### src/rtl/muldiv_pkg.sv
// Shared types and op-code helpers for the iterative multiply/divide unit.
// Imported by the interface, the step datapath and the top level.
package muldiv_pkg;

  typedef enum logic [2:0] {
    OP_MULT  = 3'b000,
    OP_MULTU = 3'b001,
    OP_DIV   = 3'b010,
    OP_DIVU  = 3'b011,
    OP_MTHI  = 3'b100,
    OP_MTLO  = 3'b101
  } op_t;

  typedef enum logic [1:0] {
    ST_IDLE,
    ST_RUN,
    ST_FIN
  } state_t;

  localparam int OP_UNSIGNED_BIT = 0;

  // Multiply and divide codes all have the top bit clear.
  function automatic logic is_arith(input logic [2:0] op);
    return op[2] == 1'b0;
  endfunction

  function automatic logic is_div(input logic [2:0] op);
    return op[2:1] == 2'b01;
  endfunction

endpackage

### src/rtl/muldiv_if.sv
// Request/result bundle between the pipeline and the multiply/divide unit.
// The pipeline is the master; the unit is the slave.
interface muldiv_if #(
  parameter int WIDTH = 32
) ();

  logic             start;
  logic [2:0]       op;
  logic [WIDTH-1:0] a;
  logic [WIDTH-1:0] b;
  logic             cancel;
  logic             busy;
  logic             done;
  logic             div_zero;
  logic [WIDTH-1:0] hi;
  logic [WIDTH-1:0] lo;

  modport master (
    output start, op, a, b, cancel,
    input  busy, done, div_zero, hi, lo
  );

  modport slave (
    input  start, op, a, b, cancel,
    output busy, done, div_zero, hi, lo
  );

endinterface

### src/rtl/muldiv_step.sv
// One radix-2 iteration: shift-add multiply step or restoring divide step
// on an {acc, shreg} register pair.
module muldiv_step #(
  parameter int WIDTH = 32
) (
  input  logic             mode_div,
  input  logic [WIDTH-1:0] acc,
  input  logic [WIDTH-1:0] shreg,
  input  logic [WIDTH-1:0] operand,
  output logic [WIDTH-1:0] acc_next,
  output logic [WIDTH-1:0] shreg_next
);

  logic [WIDTH:0] sum;
  logic [WIDTH:0] shifted;
  logic           fits;

  // Multiply consumes the multiplier LSB-first; the carry shifts into acc.
  assign sum     = {1'b0, acc} + (shreg[0] ? {1'b0, operand} : '0);
  // Divide brings the next dividend bit in from the top of the quotient reg.
  assign shifted = {acc, shreg[WIDTH-1]};
  assign fits    = shifted >= {1'b0, operand};

  always_comb begin
    if (mode_div) begin
      // A successful trial leaves a remainder below the divisor, so it fits in WIDTH bits.
      acc_next   = fits ? (shifted[WIDTH-1:0] - operand) : shifted[WIDTH-1:0];
      shreg_next = {shreg[WIDTH-2:0], fits};
    end else begin
      acc_next   = sum[WIDTH:1];
      shreg_next = {sum[0], shreg[WIDTH-1:1]};
    end
  end

endmodule

### src/rtl/muldiv_unit.sv
// Iterative signed/unsigned multiply/divide with architectural HI/LO registers.
// Magnitudes are iterated one bit per clock; signs are reapplied on the FIN edge.
module muldiv_unit
  import muldiv_pkg::*;
#(
  parameter int WIDTH = 32
) (
  input  logic     clk,
  input  logic     rst_n,
  muldiv_if.slave  bus
);

  localparam int CNT_W = $clog2(WIDTH + 1);

  state_t             state_q, state_d;
  logic               load_op, mthi_we, mtlo_we, step_en, fin_commit;
  logic [WIDTH-1:0]   acc_q, shreg_q, operand_q;
  logic [WIDTH-1:0]   acc_next, shreg_next;
  logic               mode_div_q, neg_lo_q, neg_hi_q, zero_q;
  logic               done_q, div_zero_q;
  logic [CNT_W-1:0]   cnt_q;
  logic [WIDTH-1:0]   hi_q, lo_q;

  logic               op_signed, a_neg, b_neg, b_zero, last_step;
  logic [WIDTH-1:0]   abs_a, abs_b;
  logic [2*WIDTH-1:0] product, product_fix;
  logic [WIDTH-1:0]   quot_fix, rem_fix, res_hi, res_lo;

  assign op_signed = ~bus.op[OP_UNSIGNED_BIT];
  assign a_neg     = op_signed & bus.a[WIDTH-1];
  assign b_neg     = op_signed & bus.b[WIDTH-1];
  assign abs_a     = a_neg ? -bus.a : bus.a;
  assign abs_b     = b_neg ? -bus.b : bus.b;
  assign b_zero    = bus.b == '0;
  assign last_step = cnt_q == CNT_W'(WIDTH - 1);

  // State register
  always_ff @(posedge clk or negedge rst_n) begin
    // NOTE: sequential state uses <= so every flop samples pre-edge values.
    if (!rst_n) state_q <= ST_IDLE;
    else        state_q <= state_d;
  end

  // Next-state logic
  always_comb begin
    // NOTE: default first so no path through this block infers a latch.
    state_d = state_q;
    case (state_q)
      ST_IDLE: begin
        if (bus.start && is_arith(bus.op))
          state_d = (is_div(bus.op) && b_zero) ? ST_FIN : ST_RUN;
      end
      ST_RUN: begin
        if (bus.cancel)     state_d = ST_IDLE;
        else if (last_step) state_d = ST_FIN;
      end
      ST_FIN:  state_d = ST_IDLE;
      default: state_d = ST_IDLE;
    endcase
  end

  // Control strobes; cancel outranks both stepping and completion.
  always_comb begin
    load_op    = 1'b0;
    mthi_we    = 1'b0;
    mtlo_we    = 1'b0;
    step_en    = 1'b0;
    fin_commit = 1'b0;
    case (state_q)
      ST_IDLE: begin
        load_op = bus.start && is_arith(bus.op);
        mthi_we = bus.start && (bus.op == OP_MTHI);
        mtlo_we = bus.start && (bus.op == OP_MTLO);
      end
      ST_RUN:  step_en    = !bus.cancel;
      ST_FIN:  fin_commit = !bus.cancel;
      default: ;
    endcase
  end

  muldiv_step #(.WIDTH(WIDTH)) u_step (
    .mode_div   (mode_div_q),
    .acc        (acc_q),
    .shreg      (shreg_q),
    .operand    (operand_q),
    .acc_next   (acc_next),
    .shreg_next (shreg_next)
  );

  // Sign correction. The most-negative / -1 divide needs no special case:
  // both signs match, so the unsigned quotient 2^(WIDTH-1) passes through.
  assign product     = {acc_q, shreg_q};
  assign product_fix = neg_lo_q ? -product : product;
  assign quot_fix    = neg_lo_q ? -shreg_q : shreg_q;
  assign rem_fix     = neg_hi_q ? -acc_q : acc_q;
  assign res_hi      = mode_div_q ? rem_fix  : product_fix[2*WIDTH-1:WIDTH];
  assign res_lo      = mode_div_q ? quot_fix : product_fix[WIDTH-1:0];

  // Iteration datapath
  always_ff @(posedge clk or negedge rst_n) begin
    if (!rst_n) begin
      acc_q      <= '0;
      shreg_q    <= '0;
      operand_q  <= '0;
      mode_div_q <= 1'b0;
      neg_lo_q   <= 1'b0;
      neg_hi_q   <= 1'b0;
      zero_q     <= 1'b0;
      cnt_q      <= '0;
    end else if (load_op) begin
      acc_q      <= '0;
      shreg_q    <= abs_a;
      operand_q  <= abs_b;
      mode_div_q <= is_div(bus.op);
      neg_lo_q   <= a_neg ^ b_neg;
      neg_hi_q   <= a_neg;
      zero_q     <= is_div(bus.op) && b_zero;
      cnt_q      <= '0;
    end else if (step_en) begin
      acc_q      <= acc_next;
      shreg_q    <= shreg_next;
      cnt_q      <= cnt_q + 1'b1;
    end
  end

  // Architectural HI/LO and completion flags
  always_ff @(posedge clk or negedge rst_n) begin
    if (!rst_n) begin
      hi_q       <= '0;
      lo_q       <= '0;
      done_q     <= 1'b0;
      div_zero_q <= 1'b0;
    end else begin
      done_q     <= fin_commit;
      div_zero_q <= fin_commit && zero_q;
      if (fin_commit && !zero_q) begin
        hi_q <= res_hi;
        lo_q <= res_lo;
      end
      if (mthi_we) hi_q <= bus.a;
      if (mtlo_we) lo_q <= bus.a;
    end
  end

  assign bus.busy     = state_q != ST_IDLE;
  assign bus.done     = done_q;
  assign bus.div_zero = div_zero_q;
  assign bus.hi       = hi_q;
  assign bus.lo       = lo_q;

endmodule

### src/flat_wrapper.sv
// flat-port wrapper written by rule: the top's interface ports become plain ports
module muldiv_unit_flat import muldiv_pkg::*;
#(
  parameter int WIDTH = 32
)
  (clk, rst_n, bus_start, bus_op, bus_a, bus_b, bus_cancel, bus_busy, bus_done, bus_div_zero, bus_hi, bus_lo);
  muldiv_if #(.WIDTH(WIDTH)) bus_i ();
  input  logic clk;
  input  logic rst_n;
  input wire logic [$bits(bus_i.start)-1:0] bus_start;
  input wire logic [$bits(bus_i.op)-1:0] bus_op;
  input wire logic [$bits(bus_i.a)-1:0] bus_a;
  input wire logic [$bits(bus_i.b)-1:0] bus_b;
  input wire logic [$bits(bus_i.cancel)-1:0] bus_cancel;
  output wire logic [$bits(bus_i.busy)-1:0] bus_busy;
  output wire logic [$bits(bus_i.done)-1:0] bus_done;
  output wire logic [$bits(bus_i.div_zero)-1:0] bus_div_zero;
  output wire logic [$bits(bus_i.hi)-1:0] bus_hi;
  output wire logic [$bits(bus_i.lo)-1:0] bus_lo;
  assign bus_i.start = bus_start;
  assign bus_i.op = bus_op;
  assign bus_i.a = bus_a;
  assign bus_i.b = bus_b;
  assign bus_i.cancel = bus_cancel;
  assign bus_busy = bus_i.busy;
  assign bus_done = bus_i.done;
  assign bus_div_zero = bus_i.div_zero;
  assign bus_hi = bus_i.hi;
  assign bus_lo = bus_i.lo;
  muldiv_unit #(.WIDTH(WIDTH)) u_core (.clk(clk), .rst_n(rst_n), .bus(bus_i));
endmodule
### config.mk
export PLATFORM = sky130hd
export DESIGN_NAME = muldiv_unit_flat
export DESIGN_NICKNAME = d
export VERILOG_FILES = /design/src/rtl/muldiv_pkg.sv /design/src/rtl/muldiv_if.sv /design/src/rtl/muldiv_step.sv /design/src/rtl/muldiv_unit.sv /design/src/flat_wrapper.sv
export SDC_FILE = /design/constraint.sdc
export NUM_CORES = 1
export LEC_CHECK = 0
export ABC_AREA = 1
export CAP_MARGIN = 30
export CELL_PAD_IN_SITES_DETAIL_PLACEMENT = 1
export CELL_PAD_IN_SITES_GLOBAL_PLACEMENT = 2
export CORE_MARGIN = 2
export CORE_UTILIZATION = 35
export CTS_CLUSTER_DIAMETER = 60
export DETAILED_ROUTE_END_ITERATION = 10
export PLACE_DENSITY_LB_ADDON = 0.1
export SKIP_CTS_REPAIR_TIMING = 1
export SLEW_MARGIN = 10
export SYNTH_ARGS = -nofsm -noshare
export SYNTH_HDL_FRONTEND = slang
export SYNTH_HIERARCHICAL = 1
export SYNTH_SLANG_ARGS = --single-unit
### constraint.sdc
create_clock -name clk -period 5.8 [get_ports clk]
set_clock_uncertainty 0.15 [all_clocks]
set_input_delay 1.16 -clock clk [delete_from_list [all_inputs] [get_ports clk]]
set_output_delay 1.16 -clock clk [all_outputs]
set_load 0.02 [all_outputs]
==> results of run 1 <==
## where the power goes
part | total [mW] | switching (mW) | leakage, nW | internal [mW]
Sequential | 2.70 | 0.940 | 2.20 | 1.76
Clock | 1.19 | 0.580 | 0.286 | 0.610
Combinational | 9.48 | 6.38 | 7.70 | 3.09
Total | 13.4 | 7.90 | 10.2 | 5.47
## how the worst max path moves through the flow
stage                                              from                       endpoint  slack, ns
after floorplan           u_core/shreg_q[0]$_DFFE_PN0P_    u_core/acc_q[7]$_DFFE_PN0P_       3.13
after global placement                        bus_op[0]  u_core/bus.lo[23]$_DFFE_PN0P_       1.68
after detailed placement                      bus_op[2]   u_core/bus.hi[1]$_DFFE_PN0P_       1.80
after CTS                  u_core/acc_q[23]$_DFFE_PN0P_   u_core/acc_q[29]$_DFFE_PN0P_       2.25
after global routing        u_core/acc_q[6]$_DFFE_PN0P_   u_core/acc_q[29]$_DFFE_PN0P_       2.02
final                                         bus_op[2]  u_core/bus.hi[16]$_DFFE_PN0P_       2.25
## flip-flops by register name, indices dropped and copies added (netlist names)
register and count:
u_core/operand_q 32, u_core/mode_div_q 1, u_core/cnt_q 6, u_core/acc_q 32, u_core/bus.lo 32, u_core/bus.done 1
u_core/neg_hi_q 1, u_core/state_q 2, u_core/shreg_q 32, u_core/bus.div_zero 1, u_core/bus.hi 32, u_core/zero_q 1
u_core/neg_lo_q 1
## layout make-up
class                      instances  area share (%)
clock buffer                      18            2.18
timing repair buffer             156            7.89
sequential                       174            21.6
multi-input combinational       2251            55.7
inverter                         420            7.83
clock inverter                    13           0.634
tap                              672            4.17
## synthesized netlist by cell type, types with 8 or more instances
| cell type | count |
|---|---|
| nand2_1 | 998 |
| inv_1 | 399 |
| nand3_1 | 297 |
| nor2_1 | 241 |
| o21ai_0 | 179 |
| dfrtp_1 | 174 |
| a21oi_1 | 101 |
| ha_1 | 69 |
| clkbuf_1 | 44 |
| nand4_1 | 41 |
| xor2_1 | 37 |
| buf_2 | 34 |
| nand3b_1 | 33 |
| o221ai_1 | 29 |
| nor3_1 | 28 |
| o211ai_1 | 25 |
| xnor2_1 | 21 |
| nor2_2 | 20 |
| inv_2 | 16 |
| nand2_2 | 16 |
| nand3_2 | 16 |
| or2_2 | 14 |
| o21bai_1 | 12 |
| o21ai_1 | 9 |
| nor2_4 | 8 |
## worst register-to-register path: cells and delay by family (launching register included)
kind	cells	cell delay, ns
adder cells (fa/ha/maj)	1	0.39
AND/OR/NAND/NOR	9	1.65
buffers and inverters	1	0.10
flip-flops	1	0.59
AO/OA/AOI/OAI	3	0.50
## layer usage
layer  global-route usage (%)  vias to the layer above
met4                     6.11                        0
li1                         -                     9588
met2                     50.3                      550
met3                     4.73                       59
met1                     44.7                     9958
met5                        0                        -
## stage by stage
stage | setup WS, ns | cells
2_1_floorplan | 3.13 | 2936
4_1_cts | 2.25 | 3703
3_3_place_gp | 1.68 | 3670
6_report | 2.25 | 3704
5_1_grt | 2.02 | 3704
3_5_place_dp | 1.80 | 3672
## logic make-up after synthesis
family,count (synthesis),share of synthesized area [%]
flip-flops,174,24.8
buffers and inverters,511,11.6
XOR/XNOR,58,2.89
adder cells (fa/ha/maj),71,5.14
AO/OA/AOI/OAI,385,12.6
AND/OR/NAND/NOR,1737,43.0
==> out/qor.yml, run 1 <==
outcome:
  outcome: "finished clean"
setup_path:
  crit_path_top_delay_cell: "nor2_2"
  path_class: "in2reg"
  crit_buf_inv: 3
  cp_max_fo: 21
  timing.critical_path.mode_cell: "inv_1"
  slowest_delay_ns: 0.70
  startpoint_type: "input port"
  required_ns: 6.05
  arrival_worst_endpoint_ns: 3.80
  worstSetupPathDepth: 8
  crit-reg2reg-launch: "u_core/operand_q[28]$_DFFE_PN0P_"
  timing.rr.end: "u_core/acc_q[29]$_DFFE_PN0P_"
  cell_count_of_the_worst_reg_to_reg_path: 14
  worst_setup_path_end_kind: "flip-flop"
  setup.reg_to_reg.worst_slack_ns: 2.27
  cpLargestDelayFamily: "buffers and inverters"
  crit_path_cell_trace: "clkdlybuf4s50_1 > inv_1 > nor3_1 > nand2_1 > nor2_2 > inv_1 > o21ai_0 > o21bai_1"
detailed_routing:
  drtIter0Drc: 1560
  detail_route.wl_per_cell_um: 21.9
  route.detailed.drc: 0
  routed_via_count: 20200
  highest-signal-layer: "met4"
  detail_route.wirelength.met1_um: 38700
  met2RoutedLength_um: 36500
  dr_wl_met3_um: 4620
  routed_wl_um: 81000
  routed_via_density: 5.44
  ant_nets: 0
  drtPass1Iterations: 5
synthesis:
  post-synth-top-area-cell: "dfrtp_1"
  post_syn_area_mm2: 0.0176
  synth.lib_cells_used.distinct: 52
  synth_sequential_area_ratio_pct: 24.8
  synthArstFlopShare_pct: 100
  syn-mean-instance-area_um2: 5.99
  synth-edff-count: 0
  synth.net_count: 3078
  synthFlopType: "dfrtp_1"
  synth-seq-cells: 174
  synth_largest_type_area_fraction_pct: 24.8
  yosys-top-cells-area: "dfrtp_1 (25%), nand2_1 (21%), inv_1 (8.5%)"
  synthCells: 2936
  ys.warnings.count: 6
global_route:
  grt_max_degree: 101
  antenna_violations_before_repair: 1
  groute.usage.overall_pct: 31.4
  global_route_wire_length_before_repair_um: 125000
  overflow: 0
  grt_pass1_vias: 20500
timing:
  fmaxAchievable_mhz: 282
  finalSetupViolCount: 0
  finalCritPeriodShare_pct: 61.1
  min_period_ns: 3.55
  rsz0062_at_grt: "false"
  hold_ws_ns: 0.349
  finalMaxSlewViolations: 0
  tns_setup_ns: 0
  final_hold_viol_count: 0
  max-slew-margin-rel_pct: 39.6
  worst-slew-pin-transition_ns: 0.905
cts:
  ctsRootBufferMaster: "clkbuf_16"
  clock_input_transition_at_the_sequential_cells_of_the_worst_setup_and_hold_paths_ns: 0.07
  clock_tree_from_tritoncts: "yes"
  ctsLongestPathBuffers: 2
  max_h_tree_level: 4
  cts_inserted_buffers: 17
  tritoncts_num_sinks: 174
  clk_latency_ns: 0.49
placed_design:
  dp_hpwl_um: 65500
  port_buffers: 137
  dpl_cell_area_mm2: 0.0196
  gp_congestion: 0.953
final_layout:
  final.fill_count: 6769
  fin_area_mm2: 0.0201
  nNetsFinal: 3162
  final_util_pct: 40.4
  final_layout_size_suffix_gt1_share_pct: 5.51
  multiInputGateArea_mm2: 0.0112
  commonest_non_fill_non_tap_cell_in_the_layout: "nand2_1"
  area_growth_pct: 14.5
  most-common-layout-cells: "nand2_1 (998), inv_1 (398), nand3_1 (297)"
  seqCellArea_mm2: 0.00436
  diodes: 0
power_and_ir_drop:
  pwr_density_cell_mw_per_mm2: 664
  power_leakage_nw: 10.2
  highest_ir_drop_seen_on_vdd_v: 0.000270
  p_total_mw: 13.4
run:
  max_cap_violations: 0
floorplanning:
  initial_core_util_pct: 35.3
  fp.dieW_um: 228
  top_level_ports: 138
  design.die.area_mm2: 0.0521
  die_height_um: 228
  placement_rows: 82
  core_area_mm2: 0.0499
min_path:
  worst_hold_path.num_cells: 2
  hold_path.startpoint: "u_core/bus.lo[21]$_DFFE_PN0P_"
  timing.hold.worst_endpoint: "u_core/bus.lo[21]$_DFFE_PN0P_"
  worstHoldPathType: "reg2reg"
Power figures use the tool's default switching activity.
==> run 2, diff against run 1 <==
--- a/config.mk
+++ b/config.mk
@@ -10,7 +10,7 @@
 export CELL_PAD_IN_SITES_DETAIL_PLACEMENT = 1
 export CELL_PAD_IN_SITES_GLOBAL_PLACEMENT = 2
 export CORE_MARGIN = 2
-export CORE_UTILIZATION = 35
+export CORE_UTILIZATION = 32
 export CTS_CLUSTER_DIAMETER = 60
 export DETAILED_ROUTE_END_ITERATION = 10
 export PLACE_DENSITY_LB_ADDON = 0.1
==> constraint.sdc (replaced) <==
create_clock -name clk -period 3.3 [get_ports clk]
set_clock_uncertainty 0.15 [all_clocks]
set_input_delay 0.66 -clock clk [delete_from_list [all_inputs] [get_ports clk]]
set_output_delay 0.66 -clock clk [all_outputs]
set_load 0.02 [all_outputs]
==> run 2 against run 1 <==
Cell count rose by 3.0%. Sequential power up 64%. Hold slack worse by 0.35 ns. Clock power rose by 82%. Critical path type is now reg2reg.
==> out/qor.yml, run 2 (synthesis gave the netlist of run 1 again) <==
cts:
  max_h_tree_level: 4  # unchanged
  ctsRootBufferMaster: "clkbuf_16"
  clock_tree_from_tritoncts: "yes"
  cts_inserted_buffers: 17  # unchanged
  clock_input_transition_at_the_sequential_cells_of_the_worst_setup_and_hold_paths_ns: 0.09  # +0.02 ns
  clk_latency_ns: 0.50  # about the same
  ctsLongestPathBuffers: 2  # unchanged
  tritoncts_num_sinks: 174  # unchanged
power_and_ir_drop:
  highest_ir_drop_seen_on_vdd_v: 0.000525  # +95%
  power_leakage_nw: 10.6  # +4.3%
  pwr_density_cell_mw_per_mm2: 1190  # +79%
  p_total_mw: 24.9  # +86%
setup_path:
  slowest_delay_ns: 0.43  # -0.27 ns
  crit_path_top_delay_cell: "dfrtp_1"
  required_ns: 3.56  # -2.49 ns
  startpoint_type: "flip-flop"
  cp_max_fo: 7  # -67%
  timing.rr.end: "u_core/acc_q[29]$_DFFE_PN0P_"
  setup.reg_to_reg.worst_slack_ns: 0.16  # -2.11 ns
  worst_setup_path_end_kind: "flip-flop"
  path_class: "reg2reg"
  crit_buf_inv: 2  # -1
  arrival_worst_endpoint_ns: 3.40  # -0.40 ns
  crit-reg2reg-launch: "u_core/operand_q[2]$_DFFE_PN0P_"
  crit_path_cell_trace: "inv_1 > ha_1 > nand2_1 > nor2_1 > nand3_1 > nor2_1 > nand2_2 > nand2_4 > nor2_8 > nand2_8 > nand2_1 > buf_4 > nand2_1 > nand2_1 > nand2_1 > nand2_1 > o21ai_0"
  timing.critical_path.mode_cell: "nand2_1"
  cpLargestDelayFamily: "simple AND/OR/NAND/NOR gates"
  cell_count_of_the_worst_reg_to_reg_path: 17  # +3
timing:
  max-slew-margin-rel_pct: 40.2  # +0.57 points
  tns_setup_ns: 0  # unchanged
  finalWorstSetupSlack_ns: 0.160  # -2.09 ns
  worst-slew-pin-transition_ns: 0.897  # -0.00852 ns
  min_period_ns: 3.14
  final_hold_viol_count: 0  # unchanged
  finalMaxSlewViolations: 0  # unchanged
  finalSetupViolCount: 0  # unchanged
  finalCritPeriodShare_pct: 95.1
  hold_ws_ns: 0.000464  # -0.349 ns
  fmaxAchievable_mhz: 319
run:
  max_cap_violations: 0  # unchanged
floorplanning:
  initial_core_util_pct: 32.5  # -2.8 points
  fp.dieW_um: 238  # +4.5%
  top_level_ports: 138  # unchanged
  placement_rows: 85  # +3.7%
  design.die.area_mm2: 0.0569  # +9.2%
  core_area_mm2: 0.0541  # +8.6%
  die_height_um: 238  # +4.5%
final_layout:
  diodes: 0  # unchanged
  post_layout_cell_count: 3816  # +3.0%
  nNetsFinal: 3249  # +2.8%
  final_layout_size_suffix_gt1_share_pct: 8.21  # +2.7 points
  final.fill_count: 7291  # +7.7%
  area_growth_pct: 18.7
  commonest_non_fill_non_tap_cell_in_the_layout: "nand2_1"
  most-common-layout-cells: "nand2_1 (998), inv_1 (398), nand3_1 (296)"
placed_design:
  placed_cells: 3782  # +3.0%
  dpl_worst_slack_ns: 0.131  # -1.67 ns
  dp_hpwl_um: 72700  # +11%
  port_buffers: 137  # unchanged
  gp_congestion: 0.965  # +1.3%
detailed_routing:
  ant_nets: 0  # unchanged
  route.detailed.drc: 0  # unchanged
  detail_route.wl_per_cell_um: 23.1  # +5.5%
  routed_via_density: 5.35  # -1.8%
  drtPass1Iterations: 7  # +2
  routed_via_count: 20400  # +1.2%
  routed_wl_um: 88000  # +8.7%
  drtIter0Drc: 1444  # -7.4%
min_path:
  worstHoldPathType: "in2async"
outcome:
  outcome: "finished clean"
global_route:
  grt_max_degree: 64  # -37%
  groute.usage.overall_pct: 31.4  # +0.033 points
  antenna_violations_before_repair: 3  # +2
  global_route_wire_length_before_repair_um: 132000  # +5.4%
  overflow: 0  # unchanged
  grt_pass1_vias: 21100  # +2.8%
run 2: changes by cell type in the layout (fill, tap and decap cells not counted), moves of 3 or more:
cell      before  now
buf_4         15   99
clkinv_8       0    4
buf_12         1    5
buf_16         3    0
clkinv_2       4    1
run 2: how the worst max path moves through the flow:
stage | startpoint | cells past startpoint | slack (ns) | end
detailed placement | u_core/shreg_q[0]$_DFFE_PN0P_ | 17 | 0.13 | u_core/acc_q[31]$_DFFE_PN0P_
CTS | u_core/shreg_q[0]$_DFFE_PN0P_ | 17 | 0.12 | u_core/acc_q[31]$_DFFE_PN0P_
floorplan | u_core/shreg_q[0]$_DFFE_PN0P_ | 16 | 0.63 | u_core/acc_q[7]$_DFFE_PN0P_
global placement | u_core/shreg_q[0]$_DFFE_PN0P_ | 17 | 0.18 | u_core/acc_q[31]$_DFFE_PN0P_
global route | u_core/shreg_q[0]$_DFFE_PN0P_ | 17 | -0.003 | u_core/acc_q[31]$_DFFE_PN0P_
finish | u_core/operand_q[2]$_DFFE_PN0P_ | 17 | 0.16 | u_core/acc_q[29]$_DFFE_PN0P_
run 2: layout make-up:
| cell class | count | area (µm²) | area share (%) |
|---|---|---|---|
| Multi-Input combinational cell | 2251 | 11200 | 53.7 |
| Sequential cell | 174 | 4360 | 20.9 |
| Timing Repair Buffer | 243 | 2250 | 10.8 |
| Inverter | 420 | 1580 | 7.55 |
| Tap cell | 696 | 871 | 4.17 |
| Clock buffer | 18 | 429 | 2.06 |
| Clock inverter | 14 | 176 | 0.845 |
run 2: layer usage:
| layer | up-vias | track usage [%] | part of all wire [%] | wire, µm |
|---|---|---|---|---|
| met5 | - | 0 | 0 | 0 |
| met3 | 97 | 5.54 | 5.6 | 4900 |
| met1 | 10000 | 43.8 | 47 | 41700 |
| met2 | 500 | 49.1 | 44 | 38800 |
| li1 | 9764 | - | - | - |
| met4 | 0 | 10.2 | 3.0 | 2650 |
run 2: through the flow:
| stage | instance area (µm²) | util (%) |
|---|---|---|
| 2_1_floorplan | 17600 | - |
| 3_3_place_gp | 20200 | 37.4 |
| 3_5_place_dp | 20200 | 37.4 |
| 4_1_cts | 20800 | 38.5 |
| 5_1_grt | 20900 | 38.6 |
| 6_report | 20900 | 38.6 |
run 2: where the power goes:
part           internal [mW]  switching, mW  total (mW)
Combinational           6.06           12.2        18.3
Sequential              3.11           1.31        4.42
Clock                   1.08           1.09        2.17
Total                   10.3           14.6        24.9
==> run 3, diff against run 2 <==
--- a/config.mk
+++ b/config.mk
@@ -6,7 +6,7 @@
 export NUM_CORES = 1
 export LEC_CHECK = 0
 export ABC_AREA = 1
-export CAP_MARGIN = 30
+export CAP_MARGIN = 10
 export CELL_PAD_IN_SITES_DETAIL_PLACEMENT = 1
 export CELL_PAD_IN_SITES_GLOBAL_PLACEMENT = 2
 export CORE_MARGIN = 2
==> run 3 against run 2 <==
The flow now finishes with violations (negative hold slack). Critical path depth unchanged. Via count up 0.35%. First-iteration DRC count unchanged. Fmax down 0.38%. Cell count about the same. Final area about the same. Sequential cell count unchanged. Non-clock buffer count down 1. Routed wire length about the same. Largest cell class unchanged. Highest routed layer unchanged.
==> out/qor.yml, run 3 (synthesis gave the netlist of run 1 again) <==
global_route:
  overflow: 0  # unchanged
  groute.usage.overall_pct: 31.4  # unchanged
  antenna_violations_before_repair: 3  # unchanged
  global_route_wire_length_before_repair_um: 132000  # unchanged
  grt_pass1_vias: 21100  # unchanged
  grt_max_degree: 64  # unchanged
cts:
  ctsRootBufferMaster: "clkbuf_16"
  clk_latency_ns: 0.50  # about the same
  max_h_tree_level: 4  # unchanged
  tritoncts_num_sinks: 174  # unchanged
  clock_tree_from_tritoncts: "yes"
  clock_input_transition_at_the_sequential_cells_of_the_worst_setup_and_hold_paths_ns: 0.09  # about the same
  ctsLongestPathBuffers: 2  # unchanged
  cts_inserted_buffers: 17  # unchanged
floorplanning:
  initial_core_util_pct: 32.5  # unchanged
  fp.dieW_um: 238  # unchanged
  die_height_um: 238  # unchanged
  design.die.area_mm2: 0.0569  # unchanged
  core_area_mm2: 0.0541  # unchanged
  placement_rows: 85  # unchanged
  top_level_ports: 138  # unchanged
detailed_routing:
  routed_via_density: 5.37  # +0.38%
  ant_nets: 0  # unchanged
  detail_route.wl_per_cell_um: 23.1  # about the same
  route.detailed.drc: 0  # unchanged
  routed_wl_um: 88000  # about the same
  routed_via_count: 20500  # +0.35%
  drtPass1Iterations: 5  # -2
  drtIter0Drc: 1444  # unchanged
timing:
  max-slew-margin-rel_pct: 31.5  # -8.6 points
  hold_ws_ns: -0.00288  # -0.00335 ns
  finalSetupViolCount: 0  # unchanged
  finalMaxSlewViolations: 0  # unchanged
  final_hold_viol_count: 1  # +1
  fmaxAchievable_mhz: 317  # -0.38%
  worst-slew-pin-transition_ns: 1.03  # +0.130 ns
  finalCritPeriodShare_pct: 95.5  # +0.36 points
  min_period_ns: 3.15  # +0.0120 ns
placed_design:
  dpl_cell_area_mm2: 0.0202  # unchanged
  gp_congestion: 0.965  # unchanged
  placed_cells: 3782  # unchanged
  port_buffers: 137  # unchanged
  dp_hpwl_um: 72700  # unchanged
setup_path:
  slowest_delay_ns: 0.43  # about the same
  crit_path_top_delay_cell: "dfrtp_1"
  timing.rr.end: "u_core/acc_q[29]$_DFFE_PN0P_"
  timing.critical_path.mode_cell: "nand2_1"
  setup.worst_path.end: "u_core/acc_q[29]$_DFFE_PN0P_"
  startpoint_type: "flip-flop"
  crit_path_cell_trace: "inv_1 > ha_1 > nand2_1 > nor2_1 > nand3_1 > nor2_1 > nand2_2 > nand2_4 > nor2_8 > nand2_8 > nand2_1 > buf_4 > nand2_1 > nand2_1 > nand2_1 > nand2_1 > o21ai_0"
  cp_max_fo: 7  # unchanged
  worst_setup_path_startpoint: "u_core/operand_q[2]$_DFFE_PN0P_"
  setup.reg_to_reg.worst_slack_ns: 0.15  # about the same
  crit-reg2reg-launch: "u_core/operand_q[2]$_DFFE_PN0P_"
  arrival_worst_endpoint_ns: 3.42  # +0.02 ns
  cell_count_of_the_worst_reg_to_reg_path: 17  # unchanged
  required_ns: 3.56  # about the same
  worst_setup_path_end_kind: "flip-flop"
  path_class: "reg2reg"
outcome:
  outcome: "finished with violations"
  failed_checks: "negative hold slack"
final_layout:
  diodes: 0  # unchanged
  fin_area_mm2: 0.0209  # about the same
  seqCellArea_mm2: 0.00436  # unchanged
  commonest_non_fill_non_tap_cell_in_the_layout: "nand2_1"
  post_layout_cell_count: 3815  # -0.026%
  final.fill_count: 7289  # -0.027%
  final_layout_size_suffix_gt1_share_pct: 8.18  # -0.029 points
  most-common-layout-cells: "nand2_1 (998), inv_1 (398), nand3_1 (296)"
  area_growth_pct: 18.6  # about the same
  nNetsFinal: 3248  # -0.031%
  multiInputGateArea_mm2: 0.0112  # unchanged
run:
  max_cap_violations: 0  # unchanged
power_and_ir_drop:
  pwr_density_cell_mw_per_mm2: 1190  # -0.12%
  highest_ir_drop_seen_on_vdd_v: 0.000517  # -1.5%
  power_leakage_nw: 10.6  # about the same
  p_total_mw: 24.8  # -0.19%
min_path:
  worstHoldPathType: "in2async"
run 3: cell count changes in the layout (fill, tap and decap cells not counted):
| cell | before | now |
|---|---|---|
| buf_8 | 1 | 0 |
run 3: critical path: cells and delay by family, from the launching register on:
family | cells | cell delay [ns]
AND/OR/NAND/NOR | 13 | 1.69
flip-flops | 1 | 0.43
adder cells (fa/ha/maj) | 1 | 0.41
buffers and inverters | 2 | 0.31
AO/OA/AOI/OAI | 1 | 0.08
run 3: how the worst min path moves through the flow:
stage	startpoint	to	slack, ns
2_1_floorplan	rst_n	u_core/acc_q[0]$_DFFE_PN0P_	0.21
4_1_cts	rst_n	u_core/bus.hi[28]$_DFFE_PN0P_	0.05
3_3_place_gp	u_core/bus.hi[5]$_DFFE_PN0P_	u_core/bus.hi[5]$_DFFE_PN0P_	0.33
5_1_grt	rst_n	u_core/operand_q[30]$_DFFE_PN0P_	0.06
6_report	rst_n	u_core/operand_q[30]$_DFFE_PN0P_	-0.003
3_5_place_dp	u_core/bus.lo[21]$_DFFE_PN0P_	u_core/bus.lo[21]$_DFFE_PN0P_	0.34
run 3: power by group:
part	switching, mW	internal (mW)	total [mW]
clock network	1.09	1.08	2.17
logic	12.2	6.05	18.2
registers	1.31	3.11	4.42
run 3: area by class of cell:
type | count | area share (%)
inverters | 420 | 7.56
multi-input cells | 2251 | 53.8
clock buffers | 18 | 2.06
repair buffers | 242 | 10.7
clock inverters | 14 | 0.846
well taps | 696 | 4.17
flip-flops and latches | 174 | 20.9
run 3: layer usage:
| metal | GRT usage (%) | vias up | wire length, µm |
|---|---|---|---|
| met2 | 49.1 | 527 | 38800 |
| li1 | - | 9769 | - |
| met5 | 0 | - | 0 |
| met4 | 10.2 | 0 | 2640 |
| met3 | 5.54 | 99 | 5300 |
| met1 | 43.8 | 10100 | 41300 |
run 3: stage by stage:
stage	util [%]	setup TNS, ns	hold WS, ns	setup WS (ns)
4_1_cts	38.5	0	0.0456	0.116
5_1_grt	38.5	-0.00335	0.0639	-0.00335
3_3_place_gp	37.4	0	0.334	0.180
3_5_place_dp	37.4	0	0.338	0.131
2_1_floorplan	-	0	0.214	0.629
6_report	38.5	0	-0.00288	0.148
